`config.mk`:
```
export PLATFORM = sky130hd
export DESIGN_NAME = uart_word_packer
export DESIGN_NICKNAME = d
export VERILOG_FILES = /design/src/rtl/rx_pkg.sv /design/src/rtl/word_fifo.sv /design/src/rtl/uart_word_packer.sv
export SDC_FILE = /design/constraint.sdc
export NUM_CORES = 1
export LEC_CHECK = 0
export CELL_PAD_IN_SITES_DETAIL_PLACEMENT = 0
export CELL_PAD_IN_SITES_GLOBAL_PLACEMENT = 1
export CORE_MARGIN = 1.5
export CORE_UTILIZATION = 25
export DETAILED_ROUTE_END_ITERATION = 8
export PLACE_DENSITY_LB_ADDON = 0.1
export SKIP_CTS_REPAIR_TIMING = 1
export SYNTH_ARGS = -nofsm -noshare
export SYNTH_HDL_FRONTEND = slang
export SYNTH_SLANG_ARGS = --single-unit
```
`constraint.sdc`:
```
create_clock -name clk -period 2.8 [get_ports clk]
set_input_delay 0.84 -clock clk [delete_from_list [all_inputs] [get_ports clk]]
set_output_delay 0.84 -clock clk [all_outputs]
set_load 0.01 [all_outputs]
```
`src/rtl/rx_pkg.sv`:
```
// Shared widths and FIFO entry layout for the UART receive word packer.
package rx_pkg;
    localparam int unsigned BYTE_W = 8;
    localparam int unsigned WORD_W = 32;

    typedef logic [2:0] byte_cnt_t;

    typedef struct packed {
        logic [WORD_W-1:0] word;
        byte_cnt_t         bytes;
    } fifo_entry_t;
endpackage

```
`src/rtl/word_fifo.sv`:
```
// First-word-fall-through FIFO with registered full/valid flags and an exact level count.
module word_fifo
    import rx_pkg::*;
#(
    parameter int unsigned DEPTH   = 4,
    parameter type         entry_t = fifo_entry_t
) (
    input  logic                   clk,
    input  logic                   rst_n,
    input  logic                   clk_en,
    input  logic                   i_push,
    input  entry_t                 i_entry,
    input  logic                   i_pop,
    output entry_t                 o_entry,
    output logic                   o_full,
    output logic                   o_valid,
    output logic [$clog2(DEPTH):0] o_level
);
    localparam int unsigned PTR_W = $clog2(DEPTH);
    localparam int unsigned LVL_W = PTR_W + 1;

    entry_t             mem_q [DEPTH];
    entry_t             mem_d [DEPTH];
    logic [PTR_W-1:0]   wr_ptr_q, wr_ptr_d;
    logic [PTR_W-1:0]   rd_ptr_q, rd_ptr_d;
    logic [LVL_W-1:0]   level_q, level_d;
    logic               full_q, full_d;
    logic               valid_q, valid_d;
    logic               do_push, do_pop;

    always_comb begin
        mem_d    = mem_q;
        wr_ptr_d = wr_ptr_q;
        rd_ptr_d = rd_ptr_q;
        level_d  = level_q;
        do_push  = clk_en && i_push && !full_q;
        do_pop   = clk_en && i_pop && valid_q;

        if (do_push) begin
            mem_d[wr_ptr_q] = i_entry;
            wr_ptr_d        = wr_ptr_q + PTR_W'(1);
        end
        if (do_pop) begin
            rd_ptr_d = rd_ptr_q + PTR_W'(1);
        end

        case ({do_push, do_pop})
            2'b10:   level_d = level_q + LVL_W'(1);
            2'b01:   level_d = level_q - LVL_W'(1);
            default: level_d = level_q;
        endcase

        full_d  = (level_d == LVL_W'(DEPTH));
        valid_d = (level_d != '0);
    end

    always_ff @(posedge clk or negedge rst_n) begin
        if (!rst_n) begin
            for (int unsigned i = 0; i < DEPTH; i++) begin
                mem_q[i] <= '0;
            end
            wr_ptr_q <= '0;
            rd_ptr_q <= '0;
            level_q  <= '0;
            full_q   <= 1'b0;
            valid_q  <= 1'b0;
        end else begin
            mem_q    <= mem_d;
            wr_ptr_q <= wr_ptr_d;
            rd_ptr_q <= rd_ptr_d;
            level_q  <= level_d;
            full_q   <= full_d;
            valid_q  <= valid_d;
        end
    end

    assign o_entry = mem_q[rd_ptr_q];
    assign o_full  = full_q;
    assign o_valid = valid_q;
    assign o_level = level_q;
endmodule

```
`src/rtl/uart_word_packer.sv`:
```
// Packs UART bytes into little-endian 32-bit words with flush/idle-timeout push.
// Optional running XOR checksum enabled by defining RX_CHECKSUM_EN.
module uart_word_packer
    import rx_pkg::*;
#(
    parameter int unsigned DEPTH          = 4,
    parameter int unsigned TIMEOUT_CYCLES = 1024
) (
    input  logic                   clk,
    input  logic                   rst_n,
    input  logic                   clk_en,
    input  logic [7:0]             i_data,
    input  logic                   i_valid,
    output logic                   o_in_ready,
    output logic [31:0]            o_word,
    output logic [2:0]             o_word_bytes,
    output logic                   o_word_valid,
    input  logic                   i_word_ready,
    input  logic                   i_flush,
    output logic [$clog2(DEPTH):0] o_level,
    output logic [7:0]             o_checksum,
    input  logic                   i_checksum_clr
);
    localparam int unsigned IDLE_W = (TIMEOUT_CYCLES > 0) ? $clog2(TIMEOUT_CYCLES + 1) : 1;
    localparam logic [IDLE_W-1:0] IDLE_MAX = IDLE_W'(TIMEOUT_CYCLES);

    logic [WORD_W-1:0] asm_q, asm_d;
    byte_cnt_t         idx_q, idx_d;
    logic [IDLE_W-1:0] idle_q, idle_d;
    logic              run_q, run_d;

    logic              fifo_full;
    logic              accept;
    logic              push;
    logic              idle_hit;
    logic [WORD_W-1:0] lane_word;
    fifo_entry_t       push_entry;
    fifo_entry_t       head_entry;

    assign o_in_ready = run_q && !(fifo_full && ((idx_q == byte_cnt_t'(3)) || i_flush));
    assign accept     = clk_en && i_valid && o_in_ready;
    assign idle_hit   = (TIMEOUT_CYCLES != 0) && (idle_q == IDLE_MAX);

    always_comb begin
        asm_d     = asm_q;
        idx_d     = idx_q;
        idle_d    = idle_q;
        run_d     = run_q;
        push      = 1'b0;
        lane_word = asm_q;

        if (accept) begin
            lane_word[{idx_q[1:0], 3'b000} +: BYTE_W] = i_data;
        end
        push_entry.word  = lane_word;
        push_entry.bytes = idx_q + byte_cnt_t'(accept);

        if (clk_en) begin
            run_d = 1'b1;
            // Flush > complete > timeout; all share the same assembled word.
            if (i_flush && !fifo_full && (idx_q != '0 || accept)) begin
                push = 1'b1;
            end else if (accept && idx_q == byte_cnt_t'(3)) begin
                push = 1'b1;
            end else if (idle_hit && idx_q != '0 && !accept && !fifo_full) begin
                push = 1'b1;
            end

            if (push) begin
                asm_d = '0;
                idx_d = '0;
            end else if (accept) begin
                asm_d = lane_word;
                idx_d = idx_q + byte_cnt_t'(1);
            end

            // Saturates at the threshold so a blocked timeout push fires once space frees.
            if (accept || push) begin
                idle_d = '0;
            end else if (TIMEOUT_CYCLES != 0 && idx_q != '0 && !idle_hit) begin
                idle_d = idle_q + IDLE_W'(1);
            end
        end
    end

    always_ff @(posedge clk or negedge rst_n) begin
        if (!rst_n) begin
            asm_q  <= '0;
            idx_q  <= '0;
            idle_q <= '0;
            run_q  <= 1'b0;
        end else begin
            asm_q  <= asm_d;
            idx_q  <= idx_d;
            idle_q <= idle_d;
            run_q  <= run_d;
        end
    end

    word_fifo #(
        .DEPTH   (DEPTH),
        .entry_t (fifo_entry_t)
    ) u_fifo (
        .clk     (clk),
        .rst_n   (rst_n),
        .clk_en  (clk_en),
        .i_push  (push),
        .i_entry (push_entry),
        .i_pop   (i_word_ready),
        .o_entry (head_entry),
        .o_full  (fifo_full),
        .o_valid (o_word_valid),
        .o_level (o_level)
    );

    assign o_word       = head_entry.word;
    assign o_word_bytes = head_entry.bytes;

`ifdef RX_CHECKSUM_EN
    logic [7:0] chk_q, chk_d;

    always_comb begin
        chk_d = chk_q;
        if (clk_en) begin
            if (i_checksum_clr) begin
                chk_d = '0;
            end
            if (accept) begin
                chk_d = chk_d ^ i_data;
            end
        end
    end

    always_ff @(posedge clk or negedge rst_n) begin
        if (!rst_n) begin
            chk_q <= '0;
        end else begin
            chk_q <= chk_d;
        end
    end

    assign o_checksum = chk_q;
`else
    logic unused_chk_clr;
    assign unused_chk_clr = i_checksum_clr;
    assign o_checksum     = '0;
`endif
endmodule

```
==> results of run 1 <==
## layer usage
layer	part of all wire, %	track usage (%)
met1	45	18.35
met2	50	24.82
met3	2.6	2.332
met4	1.9	4.868
met5	0	0
## cells by family (layout without fill, tap and decap cells)
| group | count (synthesis) | in the layout | synth area share [%] |
|---|---|---|---|
| compound gates | 236 | 236 | 15.85 |
| simple gates | 221 | 221 | 11.56 |
| flops | 196 | 196 | 55.41 |
| buf+inv | 76 | 220 | 3.930 |
| mux | 46 | 46 | 10.31 |
| fa+ha+maj | 15 | 15 | 2.205 |
| xor+xnor | 7 | 7 | 0.6927 |
| other cells | 1 | 8 | 0.04237 |
## Yosys cell counts, drive strengths merged (2+ instances only)
library cell / count / area (um2)
a211oi: 8 / 80.08
a21boi: 8 / 60.06
a21oi: 166 / 830.8
and2: 2 / 12.51
and3: 29 / 181.4
buf: 36 / 197.7
clkbuf: 22 / 82.58
dfrtp: 196 / 4905
ha: 14 / 175.2
inv: 18 / 67.56
mux2: 11 / 123.9
mux4: 35 / 788.3
nand2: 13 / 48.80
nand2b: 7 / 43.79
nand3: 9 / 45.04
nand4: 12 / 75.07
nor2: 136 / 510.5
nor3: 3 / 15.01
nor3b: 2 / 15.01
o21ai: 10 / 50.04
o22ai: 5 / 31.28
o2bb2ai: 33 / 289.0
o41ai: 2 / 25.03
or2: 2 / 12.52
xnor2: 6 / 52.55
## through the flow
stage / cell area (um2) / setup TNS [ns] / total power, mW
global placement: 10740 / -24.68 / 9.514
global route: 11540 / -0.2121 / 12.80
finish: 11540 / 0 / 11.91
floorplan: 8925 / 0 / 7.314
detailed placement: 10740 / -33.77 / 9.696
CTS: 11250 / -8.288 / 12.01
## worst max-delay path, stage by stage
cell,delay [ns]
clkdlybuf4s50_1,0.49
and3_4,0.20
nand2_2,0.08
a21oi_4,0.15
inv_2,0.06
ha_4,0.16
fa_2,0.37
xnor2_2,0.13
nor2_1,0.11
xnor2_1,0.15
inv_1,0.08
or3_1,0.30
## sequential cells by signal (all words and copies together) (netlist names)
register / flops
idx_q: 3
u_fifo.o_valid: 1
u_fifo.o_full: 1
u_fifo.o_level: 3
u_fifo.rd_ptr_q: 2
u_fifo.mem_q: 140
u_fifo.wr_ptr_q: 2
run_q: 1
idle_q: 11
asm_q: 32
## power groups by stage
stage | Clock (mW) | Sequential, mW | Combinational [mW]
2_1_floorplan | 0 | 4.40 | 2.91
3_3_place_gp | 0 | 4.50 | 5.02
3_5_place_dp | 0 | 4.60 | 5.10
4_1_cts | 2.33 | 4.54 | 5.13
5_1_grt | 2.47 | 4.68 | 5.66
6_report | 2.24 | 4.54 | 5.13
## worst min path at each step
| stage | from | end | slack, ns |
|---|---|---|---|
| floorplan | asm_q[0] | asm_q[0] | 0.45 |
| global placement | u_fifo.mem_q[106] | u_fifo.mem_q[106] | 0.47 |
| detailed placement | asm_q[6] | asm_q[6] | 0.47 |
| CTS | rst_n | u_fifo.mem_q[66] | 0.30 |
| global route | rst_n | u_fifo.mem_q[62] | 0.32 |
| finish | rst_n | u_fifo.mem_q[66] | 0.31 |
## cell type report
type / instances / area (um2) / area share (%)
Sequential cell: 196 / 4906 / 42.50
Multi-Input combinational cell: 533 / 3774 / 32.69
Timing Repair Buffer: 172 / 1714 / 14.85
Tap cell: 455 / 569.3 / 4.932
Clock buffer: 23 / 457.9 / 3.967
Inverter: 18 / 67.56 / 0.5854
Clock inverter: 7 / 53.80 / 0.4661
==> results.py, run 1 <==
metrics = {
    "placement": {
        "io_buffers": 53,
        "place.gp.congestion": 0.7637,
        "dp_slack_ns": -0.5488,
        "hpwl_um": 17370,
        "placed_cells_incl_taps": 1360,
    },
    "clock_tree": {
        "clkTransAtPathRegs_ns": 0.07,
        "clock-sinks": 196,
        "cts_tree": "built",
        "ctsHtreeMaxLevel": 4,
        "insertion_delay_ns": 0.44,
        "cts_buffers": 17,
        "clockRootBuffer": "clkbuf_16",
        "cts_buffer_depth": 2,
    },
    "floorplanning": {
        "core_region_area_um2": 34710,
        "fp-row-count": 68,
        "dieArea_um2": 36540,
        "die_w_um": 191.2,
        "die_h_um": 191.2,
        "ios": 63,
        "start_util_pct": 25.50,
    },
    "critical_path": {
        "endpoint": "u_fifo.o_valid",
        "crit_type": "input port to flop",
        "worstSetupEndpointType": "flop",
        "cp-startpoint": "i_valid",
        "crit_required_ns": 3.12,
        "r2r_start": "idle_q[6]",
        "critPathMaxFanout": 2,
        "reg2regPathDepth": 12,
        "start_kind": "input port",
        "critical_path_arrival_ns": 3.11,
        "ff2ff_setup_slack_ns": 0.04,
        "r2r-end": "u_fifo.o_valid",
    },
    "route": {
        "wl_per_cell_um": 18.16,
        "route.detailed.drc": 0,
        "postRouteAntennaNets": 0,
        "viasPerCell": 4.663,
        "totalWireLength_um": 25500,
        "first_iter_violations": 432,
        "vias": 6547,
        "dr.pass1.iters": 5,
    },
    "cells_and_area": {
        "final_cells": 1404,
        "layout.nets": 968,
        "fill_cells": 3498,
        "area_growth_pct": 30.41,
        "layout_commonest_cell": "dfrtp_1",
        "drive_above_1_share_pct": 23.18,
        "insertedDiodeCount": 0,
        "final_cell_mix": "195 x dfrtp_1, 165 x a21oi_1, 136 x nor2_1",
        "final_core_util_pct": 33.25,
    },
    "sta": {
        "layout_min_cycle_time_ns": 2.797,
        "worst_slew_pin_slew_ns": 0.8739,
        "drv_slew": 0,
        "skew_ns": 0.01159,
        "setup_viol": 0,
        "clock.fmax_ghz": 0.3575,
        "rsz0062_at_grt": "yes",
        "layout_setup_ws_ns": 0.002683,
        "hold_viol": 0,
        "max-slew-margin-rel_pct": 41.22,
        "finalCritPeriodShare_pct": 99.90,
        "whs_ns": 0.3122,
    },
    "yosys": {
        "synth_seq_cells": 196,
        "synth.distinct_cells": 45,
        "async_flop_share_pct": 100.0,
        "yosys_warnings": 0,
        "synth_edf_count": 0,
        "synth_cells": 798,
        "ys_seq_area_share_pct": 55.41,
        "syn_area_um2": 8851,
        "synth_flop_cell": "dfrtp_1",
        "syn_avg_cell_area_um2": 11.09,
    },
    "run": {
        "cap_viol_max_count": 0,
    },
    "pwr": {
        "power_leakage_nw": 5.242,
        "swShare_pct": 34.01,
        "p_sw_mw": 4.050,
        "powerDensity_nw_per_um2": 1032,
        "vdd_ir_drop_max_v": 0.0004880,
        "internal_power_mw": 7.858,
        "power_frac_comb_pct": 43.1,
        "seqPwrFrac_pct": 38.1,
        "clkPwrFrac_pct": 18.8,
    },
    "hold_path": {
        "hold_path_class": "input port to asynchronous set/reset pin",
    },
    "global_routing": {
        "grt_pass1_wl_um": 39960,
        "antenna_found_initial": 0,
        "grt_usage_pct": 14.43,
        "grt_max_degree": 73,
        "grt_pass1_vias": 6921,
        "grt.overflow.total": 0,
    },
    "run_status": {
        "status": "complete, no violations",
    },
}
No activity file was read; power rests on OpenSTA's default activity.
==> run 2: changes to the inputs <==
--- a/config.mk
+++ b/config.mk
@@ -5,12 +5,13 @@
 export SDC_FILE = /design/constraint.sdc
 export NUM_CORES = 1
 export LEC_CHECK = 0
+export CAP_MARGIN = 20
 export CELL_PAD_IN_SITES_DETAIL_PLACEMENT = 0
 export CELL_PAD_IN_SITES_GLOBAL_PLACEMENT = 1
 export CORE_MARGIN = 1.5
 export CORE_UTILIZATION = 25
 export DETAILED_ROUTE_END_ITERATION = 8
-export PLACE_DENSITY_LB_ADDON = 0.1
+export PLACE_DENSITY_LB_ADDON = 0.2
 export SKIP_CTS_REPAIR_TIMING = 1
 export SYNTH_ARGS = -nofsm -noshare
 export SYNTH_HDL_FRONTEND = slang
==> run 2 against run 1 <==
First-iteration DRC count shrank 28%. Die area unchanged. Non-clock buffer count rose by 4. Clock skew fell by 0.0022 ns. Critical endpoint unchanged. Largest power group unchanged.
==> results.py, run 2 (same netlist as run 1, synthesis figures left out) <==
metrics = {
    "route": {
        "viasPerCell": 4.528,
        "totalWireLength_um": 24320,
        "vias": 6385,
        "postRouteAntennaNets": 0,
        "first_iter_violations": 310,
        "route.detailed.drc": 0,
        "dr.pass1.iters": 4,
        "wl_per_cell_um": 17.25,
    },
    "critical_path": {
        "critPathMaxFanout": 2,
        "worstSetupEndpointType": "flop",
        "crit_type": "input port to flop",
        "critical_path_arrival_ns": 3.07,
        "start_kind": "input port",
        "crit_required_ns": 3.11,
    },
    "pwr": {
        "swShare_pct": 33.07,
        "p_sw_mw": 4.057,
        "clkPwrFrac_pct": 21.8,
        "power_leakage_nw": 5.402,
        "powerDensity_nw_per_um2": 1044,
        "seqPwrFrac_pct": 36.8,
        "power_frac_comb_pct": 41.4,
        "internal_power_mw": 8.211,
        "vdd_ir_drop_max_v": 0.0004590,
    },
    "run": {
        "cap_viol_max_count": 0,
    },
    "sta": {
        "finalCritPeriodShare_pct": 98.63,
        "whs_ns": 0.3578,
        "clock.fmax_ghz": 0.3621,
        "rsz0062_at_grt": "yes",
        "layout_setup_ws_ns": 0.03835,
        "layout_min_cycle_time_ns": 2.762,
        "drv_slew": 0,
        "max-slew-margin-rel_pct": 53.10,
        "worst_slew_pin_slew_ns": 0.7019,
        "setup_viol": 0,
        "tns_ns": 0,
        "hold_viol": 0,
        "skew_ns": 0.009418,
    },
    "global_routing": {
        "grt_pass1_wl_um": 38990,
        "grt_pass1_vias": 6596,
        "antenna_found_initial": 0,
        "grt_usage_pct": 13.93,
        "grt_max_degree": 64,
        "grt.overflow.total": 0,
    },
    "floorplanning": {
        "dieArea_um2": 36540,
        "start_util_pct": 25.50,
        "core_region_area_um2": 34710,
        "fp-row-count": 68,
        "ios": 63,
        "die_h_um": 191.2,
        "die_w_um": 191.2,
    },
    "cells_and_area": {
        "area_growth_pct": 32.71,
        "design_area_um2": 11750,
        "largest-register": "u_fifo.mem_q",
        "largest_register_ffs": 140,
        "largestRegisters": "u_fifo.mem_q (140), asm_q (32), idle_q (11)",
        "layout_commonest_cell": "dfrtp_1",
        "final_cell_mix": "194 x dfrtp_1, 165 x a21oi_1, 136 x nor2_1",
        "final_cells": 1410,
        "layout.nets": 972,
        "insertedDiodeCount": 0,
        "drive_above_1_share_pct": 23.14,
    },
    "placement": {
        "io_buffers": 53,
        "post_dp_cell_area_um2": 10890,
        "dp_slack_ns": -0.5541,
        "place.gp.congestion": 0.7218,
        "placed_cells_incl_taps": 1372,
        "hpwl_um": 16240,
    },
    "clock_tree": {
        "clock-sinks": 196,
        "cts_buffer_depth": 2,
        "insertion_delay_ns": 0.43,
        "clockRootBuffer": "clkbuf_16",
        "ctsHtreeMaxLevel": 4,
        "cts_buffers": 17,
        "cts_tree": "built",
        "clkTransAtPathRegs_ns": 0.08,
    },
    "run_status": {
        "status": "complete, no violations",
    },
    "hold_path": {
        "hold_path_class": "input port to asynchronous set/reset pin",
    },
}
==> run 2: changes by cell type in the layout (fill, tap and decap cells not counted), sizes merged <==
| cell | change |
|---|---|
| buf | +2 |
| clkinvlp | -3 |
| dlymetal6s2s | +7 |
| inv | +3 |
| clkinv | +2 |
| clkbuf | -8 |
| bufinv | +3 |
==> run 2: worst paths after layout <==
path | from | to | slack (ns) | cells past startpoint
setup / recovery | i_valid | u_fifo.o_valid | 0.04 | 13
hold / removal | rst_n | u_fifo.mem_q[129] | 0.36 | 1
setup reg to reg | idle_q[8] | u_fifo.o_valid | 0.05 | 12
hold reg to reg | asm_q[5] | asm_q[5] | 0.49 | 1
max in group asynchronous | rst_n | idle_q[3] | 1.65 | 2
min in group clk | asm_q[5] | asm_q[5] | 0.49 | 1
==> run 2: power groups by stage <==
stage	sequential, mW	clock (mW)	combinational, mW
finish	4.51	2.67	5.08
CTS	4.52	2.76	5.18
detailed placement	4.57	0	5.15
floorplan	4.40	0	2.91
global route	4.66	2.87	5.64
global placement	4.56	0	5.12
==> run 2: area by class of cell <==
type / count / area (um2)
multi-input combinational: 533 / 3726
tap: 455 / 569.3
timing repair buffer: 176 / 1842
fill: 3550 / 22970
clock inverter: 12 / 167.7
clock buffer: 20 / 466.7
inverter: 18 / 67.56
sequential: 196 / 4907
==> run 2: through the flow <==
step	utilization (%)	total power, mW
6_report	33.84	12.27
5_1_grt	33.84	13.17
4_1_cts	33.20	12.46
3_5_place_dp	31.37	9.720
3_3_place_gp	31.37	9.675
2_1_floorplan	-	7.314
==> run 2: per-layer routing <==
layer / up-vias / GRT usage, % / part of all wire, %
li1: 3143 / - / -
met1: 3161 / 20.30 / 51
met2: 65 / 21.42 / 45
met3: 16 / 2.368 / 2.4
met4: 0 / 3.365 / 1.3
met5: - / 0 / 0
==> run 2: worst max-delay path, stage by stage <==
cell             delay (ns)
clkdlybuf4s50_1        0.42
buf_4                  0.15
nand4bb_4              0.08
nand2_1                0.09
a21oi_2                0.13
inv_1                  0.06
ha_2                   0.18
fa_2                   0.33
xnor2_1                0.13
nor2_1                 0.13
xnor2_1                0.15
inv_1                  0.07
or3_1                  0.31
